===== config.mk =====
export PLATFORM = sky130hd
export DESIGN_NAME = train_epoch_scheduler
export DESIGN_NICKNAME = d
export VERILOG_FILES = /design/src/rtl/train_epoch_scheduler.sv
export SDC_FILE = /design/constraint.sdc
export NUM_CORES = 1
export LEC_CHECK = 0
export ABC_AREA = 1
export CAP_MARGIN = 40
export CORE_MARGIN = 8
export CORE_UTILIZATION = 47
export CTS_CLUSTER_DIAMETER = 50
export CTS_CLUSTER_SIZE = 16
export DETAILED_ROUTE_END_ITERATION = 10
export GPL_ROUTABILITY_DRIVEN = 0
export PLACE_DENSITY = 0.74
export SYNTH_ARGS = -nofsm -noshare
export SYNTH_HDL_FRONTEND = slang
export SYNTH_SLANG_ARGS = --single-unit

===== constraint.sdc =====
create_clock -name Clk -period 2.05 [get_ports Clk]
set_input_delay 0.3075 -clock Clk [delete_from_list [all_inputs] [get_ports Clk]]
set_output_delay 0.3075 -clock Clk [all_outputs]
set_load 0.05 [all_outputs]

===== src/rtl/train_epoch_scheduler.sv =====
// train_epoch_scheduler: epoch/sample sequencer for the perceptron training datapath.
// Define TRAIN_ABORT_EN to add an abort input that ends training early.
module train_epoch_scheduler #(
    parameter int NSAMPLES  = 201,
    parameter int ADDR_W    = 8,
    parameter int MAX_EPOCH = 16,
    parameter int EPOCH_W   = 5
) (
    input  logic               Clk,
    input  logic               Rst,
    input  logic               start,
    input  logic               TtoY_Flag,
`ifdef TRAIN_ABORT_EN
    input  logic               abort,
`endif
    output logic [ADDR_W-1:0]  addr,
    output logic               enx1,
    output logic               enx2,
    output logic               ent,
    output logic               eny,
    output logic               enw1,
    output logic               enw2,
    output logic               enb,
    output logic [1:0]         Select,
    output logic [1:0]         Dselect,
    output logic               busy,
    output logic               done,
    output logic               converged,
    output logic [EPOCH_W-1:0] epoch,
    output logic [ADDR_W-1:0]  err_count
);
    typedef enum logic [3:0] {
        IDLE, LOAD, EVAL, CHECK, UPD_W1, UPD_W2, UPD_B, NEXT, EPOCH_END, DONE
    } state_t;
    state_t state;
    always_ff @(posedge Clk) begin
        if (!Rst) begin
            state     <= IDLE;
            addr      <= '0;
            epoch     <= '0;
            err_count <= '0;
            converged <= 1'b0;
        end else
`ifdef TRAIN_ABORT_EN
        // abort freezes the counters and reports an unconverged finish
        if (abort && state != IDLE && state != DONE) begin
            state     <= DONE;
            converged <= 1'b0;
        end else
`endif
        begin
            case (state)
                IDLE: if (start) begin
                    state     <= LOAD;
                    addr      <= '0;
                    epoch     <= '0;
                    err_count <= '0;
                    converged <= 1'b0;
                end
                LOAD:   state <= EVAL;
                EVAL:   state <= CHECK;
                CHECK: if (TtoY_Flag) state <= NEXT;
                else begin
                    state     <= UPD_W1;
                    err_count <= &err_count ? err_count : err_count + ADDR_W'(1);
                end
                UPD_W1: state <= UPD_W2;
                UPD_W2: state <= UPD_B;
                UPD_B:  state <= NEXT;
                NEXT: if (addr == ADDR_W'(NSAMPLES - 1)) state <= EPOCH_END;
                else begin
                    addr  <= addr + ADDR_W'(1);
                    state <= LOAD;
                end
                EPOCH_END: if (err_count == '0) begin
                    converged <= 1'b1;
                    state     <= DONE;
                end else if (epoch == EPOCH_W'(MAX_EPOCH - 1)) state <= DONE;
                else begin
                    epoch     <= epoch + EPOCH_W'(1);
                    addr      <= '0;
                    err_count <= '0;
                    state     <= LOAD;
                end
                DONE:    state <= IDLE;
                default: state <= IDLE;
            endcase
        end
    end
    always_comb begin
        enx1    = state == LOAD;
        enx2    = state == LOAD;
        ent     = state == LOAD;
        eny     = state == EVAL;
        enw1    = state == UPD_W1;
        enw2    = state == UPD_W2;
        enb     = state == UPD_B;
        busy    = state != IDLE;
        done    = state == DONE;
        Select  = state == UPD_W1 ? 2'b00 : state == UPD_W2 ? 2'b01 : state == UPD_B ? 2'b10 : 2'b11;
        Dselect = Select;
    end
endmodule


# Word level (Yosys, flattened, before mapping)
# Cells that the tools add are included.
[classes]
magnitude_cmp = 0
n_mux = 24
bitwise_logic = 0
eq_ne = 18
reduce_logical = 11
multipliers = 0
addsub = 3
div = 0
shifts = 0
[op_table]
columns = ["operator", "n"]
rows = [
  ["2-to-1 mux 8 bit", 6],
  ["one-hot mux 8 bit (3 select lines)", 2],
  ["one-hot mux 4 bit (9 select lines)", 1],
  ["adder 8 x 1 -> 8 bit (second input constant)", 2],
  ["== test 4 x 3 -> 1 bit (second input constant)", 4],
  ["2-to-1 mux 4 bit", 4],
  ["2-to-1 mux 5 bit", 3],
  ["inequality test 2 bit (second input constant)", 7],
  ["one-hot mux 5 bit (2 select lines)", 1],
  ["== test 4 x 2 -> 1 bit (second input constant)", 2],
  ["== test 4 bit (second input constant)", 2],
  ["== test 8 bit (second input constant)", 1],
  ["logical NOT 8 bit", 1],
  ["AND reduction 8 bit", 1],
  ["2-to-1 mux 2 bit", 3],
  ["AND reduction 6 bit", 1],
  ["nonzero test 3 bit", 2],
  ["adder 5 x 1 -> 5 bit (second input constant)", 1],
  ["== test 5 x 4 -> 1 bit (second input constant)", 1],
  ["AND reduction 5 bit", 1],
  ["== test 4 x 1 -> 1 bit (second input constant)", 1],
  ["logical NOT 4 bit", 1],
  ["AND reduction 4 bit", 1],
  ["nonzero test 4 bit", 1],
  ["4 further kinds", 6],
]
[totals]
mem_count = 0
romBits = 0
wordCells = 61
inputBits = 4
latchBits = 0
ramBits = 0
ff_bits = 26

# Longest topological paths before layout
# Gate-level depths: netlist of run 1.
[depth]
depth_word = 4
depth_mapped = 10

# Worst setup path before layout of run 1
# No wires, ideal clock.
[synth_path]
path_kind = "register to output"
start = "register state[3]"
end = "output port done"
n_path_buf = 0
path_slack_ns = 0.001
path_stages_with_launch = 3
required_time_ns = 1.742
arrival_ns = 1.742
path_cell_list = "dfxtp_1 > inv_4 > nor3_1"
[synth_via]
elab_chain_len = 1
[synth_rtl]
columns = ["item", "line_no", "rtl"]
rows = [
  ["start: declaration", "35", "state_t state;"],
  ["start signal: assignment", "38", "state <= IDLE;"],
  ["start signal: assignment", "54", "state <= LOAD;"],
  ["start signal: assignment", "60", "LOAD: state <= EVAL;"],
  ["== test 4 bit", "99", "done = state == DONE;"],
  ["end: declaration", "27", "output logic done,"],
]
# Every way passes these cells.

# Worst setup path after layout of run 1
[layout_path]
start = "register err_count[0]"
end = "output port err_count[0]"
[layout_rtl]
columns = ["item", "line_no", "rtl"]
rows = [
  ["start: declaration", "30", "output logic [ADDR_W-1:0] err_count"],
  ["start signal: assignment", "65", "err_count <= &err_count ? err_count : err_count + ADDR_W'(1);"],
]
# No word-level cell between the ends.

==> results.txt, run 1 <==
vias per inst -> 5.034
cell accounting for the most synthesized area -> dfxtp_1
CTS clk-pin slew, worst paths -> 0.10 ns
top cells by area, synth -> dfxtp_1, nand2_1, nand3_1
Syn Inst Count -> 270
DP Wirelength -> 3396 um
setup TNS -> 0 ns
r2r setup slk -> 0.28 ns
EDFF count, synth -> 0
global-route wire length before repair -> 7603 um
Max IR drop VDD -> 0.3513 mV
Final Slew Violations -> 0
Fin. Hold Viols -> 0
Max Cap Viol -> 0
TritonCTS Buffers -> 3
synthesized area -> 1861 um^2
share of the synthesized area in the top cell type -> 0.2798
PD cells -> 602.8 nW/um^2
number of buffers and inverters on the critical path -> 1
Netlist cell types -> 31
clk_lat worst skew -> 0.28 ns
initial antenna violation count -> 0
critical path's top delay family -> buffers and inverters
yosys warns -> 0
Initial Utilization -> 0.4754
Worst Tran Pin Value -> 0.5043 ns
vias in the first global route -> 1665
CP required -> 1.74 ns
Global Route Usage Sum -> 0.1466
relative slew slack -> 0.6628
die area -> 6228 um^2
RR Endpoint -> epoch[3]$_SDFFE_PN0P_
Post-Route WL -> 4422 um
Layout Skew -> 0.006517 ns
Seq/Total Area, Yosys -> 0.2798
Max Root-Sink Buffers -> 2
worst path cell trace -> clkdlybuf4s50_1
fin crit share -> 0.9427
crit path from -> err_count[0]$_SDFFE_PN0P_
Die Y -> 78.92 um
Die Wd -> 78.92 um
Stages on worst setup path -> 1
unrepaired setup endpoints after global routing -> no
Max Clock Freq -> 517.5 MHz
Port-buffer cells -> 38
# fillers -> 390
1st-pass router iterations -> 4
flops & latches, synth -> 26
slowest stage cell, crit path -> clkdlybuf4s50_1
Root Driver -> clkbuf_8
postcts setup bufs -> 0
worst r2r path cells -> 9
# setup viols final -> 0
Mapped Nets -> 280
share of cells above drive strength 1 -> 0.1759
Crit Path Max Fanout -> 8
antenna violation net count after detailed routing -> 0
syn avg cell area -> 6.891 um^2
Worst setup EP type -> output pin
Rows -> 23
via count -> 1797
asr flop ratio synth -> 0
CTS tree -> built
PnR worst setup slack -> 0.1175 ns
Setup crit end -> err_count[0]
total grt overflow -> 0
area grow syn2layout -> 28.11%
DRT iter0 DRCs -> 108
number of primary I/O pins -> 39
Leak -> 0.9080 nW
critical path class -> reg2out
Reg-to-Reg Start -> epoch[0]$_SDFFE_PN0P_
WL/cell -> 12.39 um
Layout Nets -> 318
status -> finished, final reports clean
core area -> 3914 um^2
hold crit path type -> reg2reg
post-cts hold buffer count -> 0
# clock sinks -> 26
n_diodes -> 0
crit path launch type -> flop
largest net degree at the start of global routing -> 15
Post-CTS Resized -> 0
Multi-input gate area -> 1172 um^2
H-tree depth -> 1
critical path's largest stage delay -> 0.86 ns
register area -> 520.5 um^2
number of remaining DRC errors -> 0
Tmin final -> 1.933 ns
crit path DAT -> 1.63 ns
Worst Setup Slack post-DPL -> 0.2866 ns
ys flop type -> dfxtp_1
[kinds of logic after synthesis]
| family | synth area share |
|---|---|
| and+or+nand+nor | 0.4909 |
| buffers and inverters | 0.09011 |
| AOI/OAI and AO/OA | 0.08003 |
| DFF | 0.2798 |
| adders and majority gates | 0.04035 |
| xor gates and xnor gates | 0.01883 |
[synth_stat cells (2+ instances only)]
library cell and count:
ha_1 6, nand3_1 28, nor2_1 34, nand3_2 2, nand2_4 11, buf_4 4
inv_1 24, nand3b_1 3, dfxtp_1 26, nor2_4 7, clkbuf_1 3, nor3_1 6
inv_2 2, inv_4 2, a21oi_1 23, nand2_2 3, nand2_1 69, xor2_1 3
nand4_4 2
[per-stage QoR]
step,hold slack (ns),utilization,std cells,cell area [um^2],total power [mW]
after floorplan,0.4051,-,270,1861,0.9619
final,0.4891,0.6090,357,2384,1.437
after global routing,0.5362,0.6090,357,2384,1.503
after detailed placement,0.4835,0.5949,353,2328,1.109
after global placement,0.4708,0.5949,353,2328,1.105
after CTS,0.4950,0.6090,357,2384,1.447
[sequential cells by signal (all words and copies together), names as in the netlist]
| name | count |
|---|---|
| addr | 8 |
| err_count | 8 |
| epoch | 5 |
| state | 4 |
| converged | 1 |
[power by group]
part / switching, mW / internal [mW] / leakage (nW)
Sequential: 0.0213 / 0.518 / 0.210
Clock: 0.171 / 0.172 / 0.0288
Combinational: 0.364 / 0.190 / 0.669
Total: 0.556 / 0.880 / 0.908
[layer usage]
layer	GRT usage	routed length [um]	vias up
met5	0	0	-
li1	-	-	939
met3	0.03160	209	4
met1	0.1790	1964	824
met4	0.03889	40	0
met2	0.2535	2206	30
[cells in the final DEF, fill, tap and decap left out, types with 2 or more instances in the layout]
cell             count
a21oi_1             23
buf_12               7
buf_4                9
clkbuf_8             4
clkdlybuf4s50_1     25
dfxtp_1             26
ha_1                 6
inv_1               24
inv_2                2
inv_4                2
nand2_1             69
nand2_2              3
nand2_4             11
nand3_1             28
nand3_2              2
nand3b_1             3
nand4_4              2
nor2_1              34
nor2_4               7
nor3_1               6
xor2_1               3
[worst min-delay path: stages, from the launching register on]
cell and delay, ns:
dfxtp_1 0.34, nand2_1 0.07, a21oi_1 0.05
[layout make-up]
class                   instances  share of cell area
multi-input cells             207              0.4919
flip-flops and latches         26              0.2184
repair buffers                 41              0.1921
inverters                      29             0.04829
well taps                      50             0.02625
clock buffers                   4             0.02310
[how the worst min path moves through the flow]
stage / end / slack, ns / cells past startpoint / startpoint
6_report: epoch[4]$_SDFFE_PN0P_ / 0.49 / 2 / epoch[4]$_SDFFE_PN0P_
3_3_place_gp: epoch[4]$_SDFFE_PN0P_ / 0.47 / 2 / epoch[4]$_SDFFE_PN0P_
4_1_cts: epoch[4]$_SDFFE_PN0P_ / 0.49 / 2 / epoch[4]$_SDFFE_PN0P_
3_5_place_dp: epoch[4]$_SDFFE_PN0P_ / 0.48 / 2 / epoch[4]$_SDFFE_PN0P_
2_1_floorplan: state[3]$_SDFFE_PN0P_ / 0.41 / 2 / Rst
5_1_grt: epoch[4]$_SDFFE_PN0P_ / 0.54 / 2 / epoch[4]$_SDFFE_PN0P_
Power figures use the tool's default switching activity.
==> run 2: changes to the inputs <==
--- a/config.mk
+++ b/config.mk
@@ -12,7 +12,7 @@
 export CTS_CLUSTER_DIAMETER = 50
 export CTS_CLUSTER_SIZE = 16
 export DETAILED_ROUTE_END_ITERATION = 10
-export GPL_ROUTABILITY_DRIVEN = 0
+export GPL_ROUTABILITY_DRIVEN = 1
 export PLACE_DENSITY = 0.74
 export SYNTH_ARGS = -nofsm -noshare
 export SYNTH_HDL_FRONTEND = slang
==> results of run 2 <==
Same layout as run 1: the final DEF is identical, and so are final timing and power.
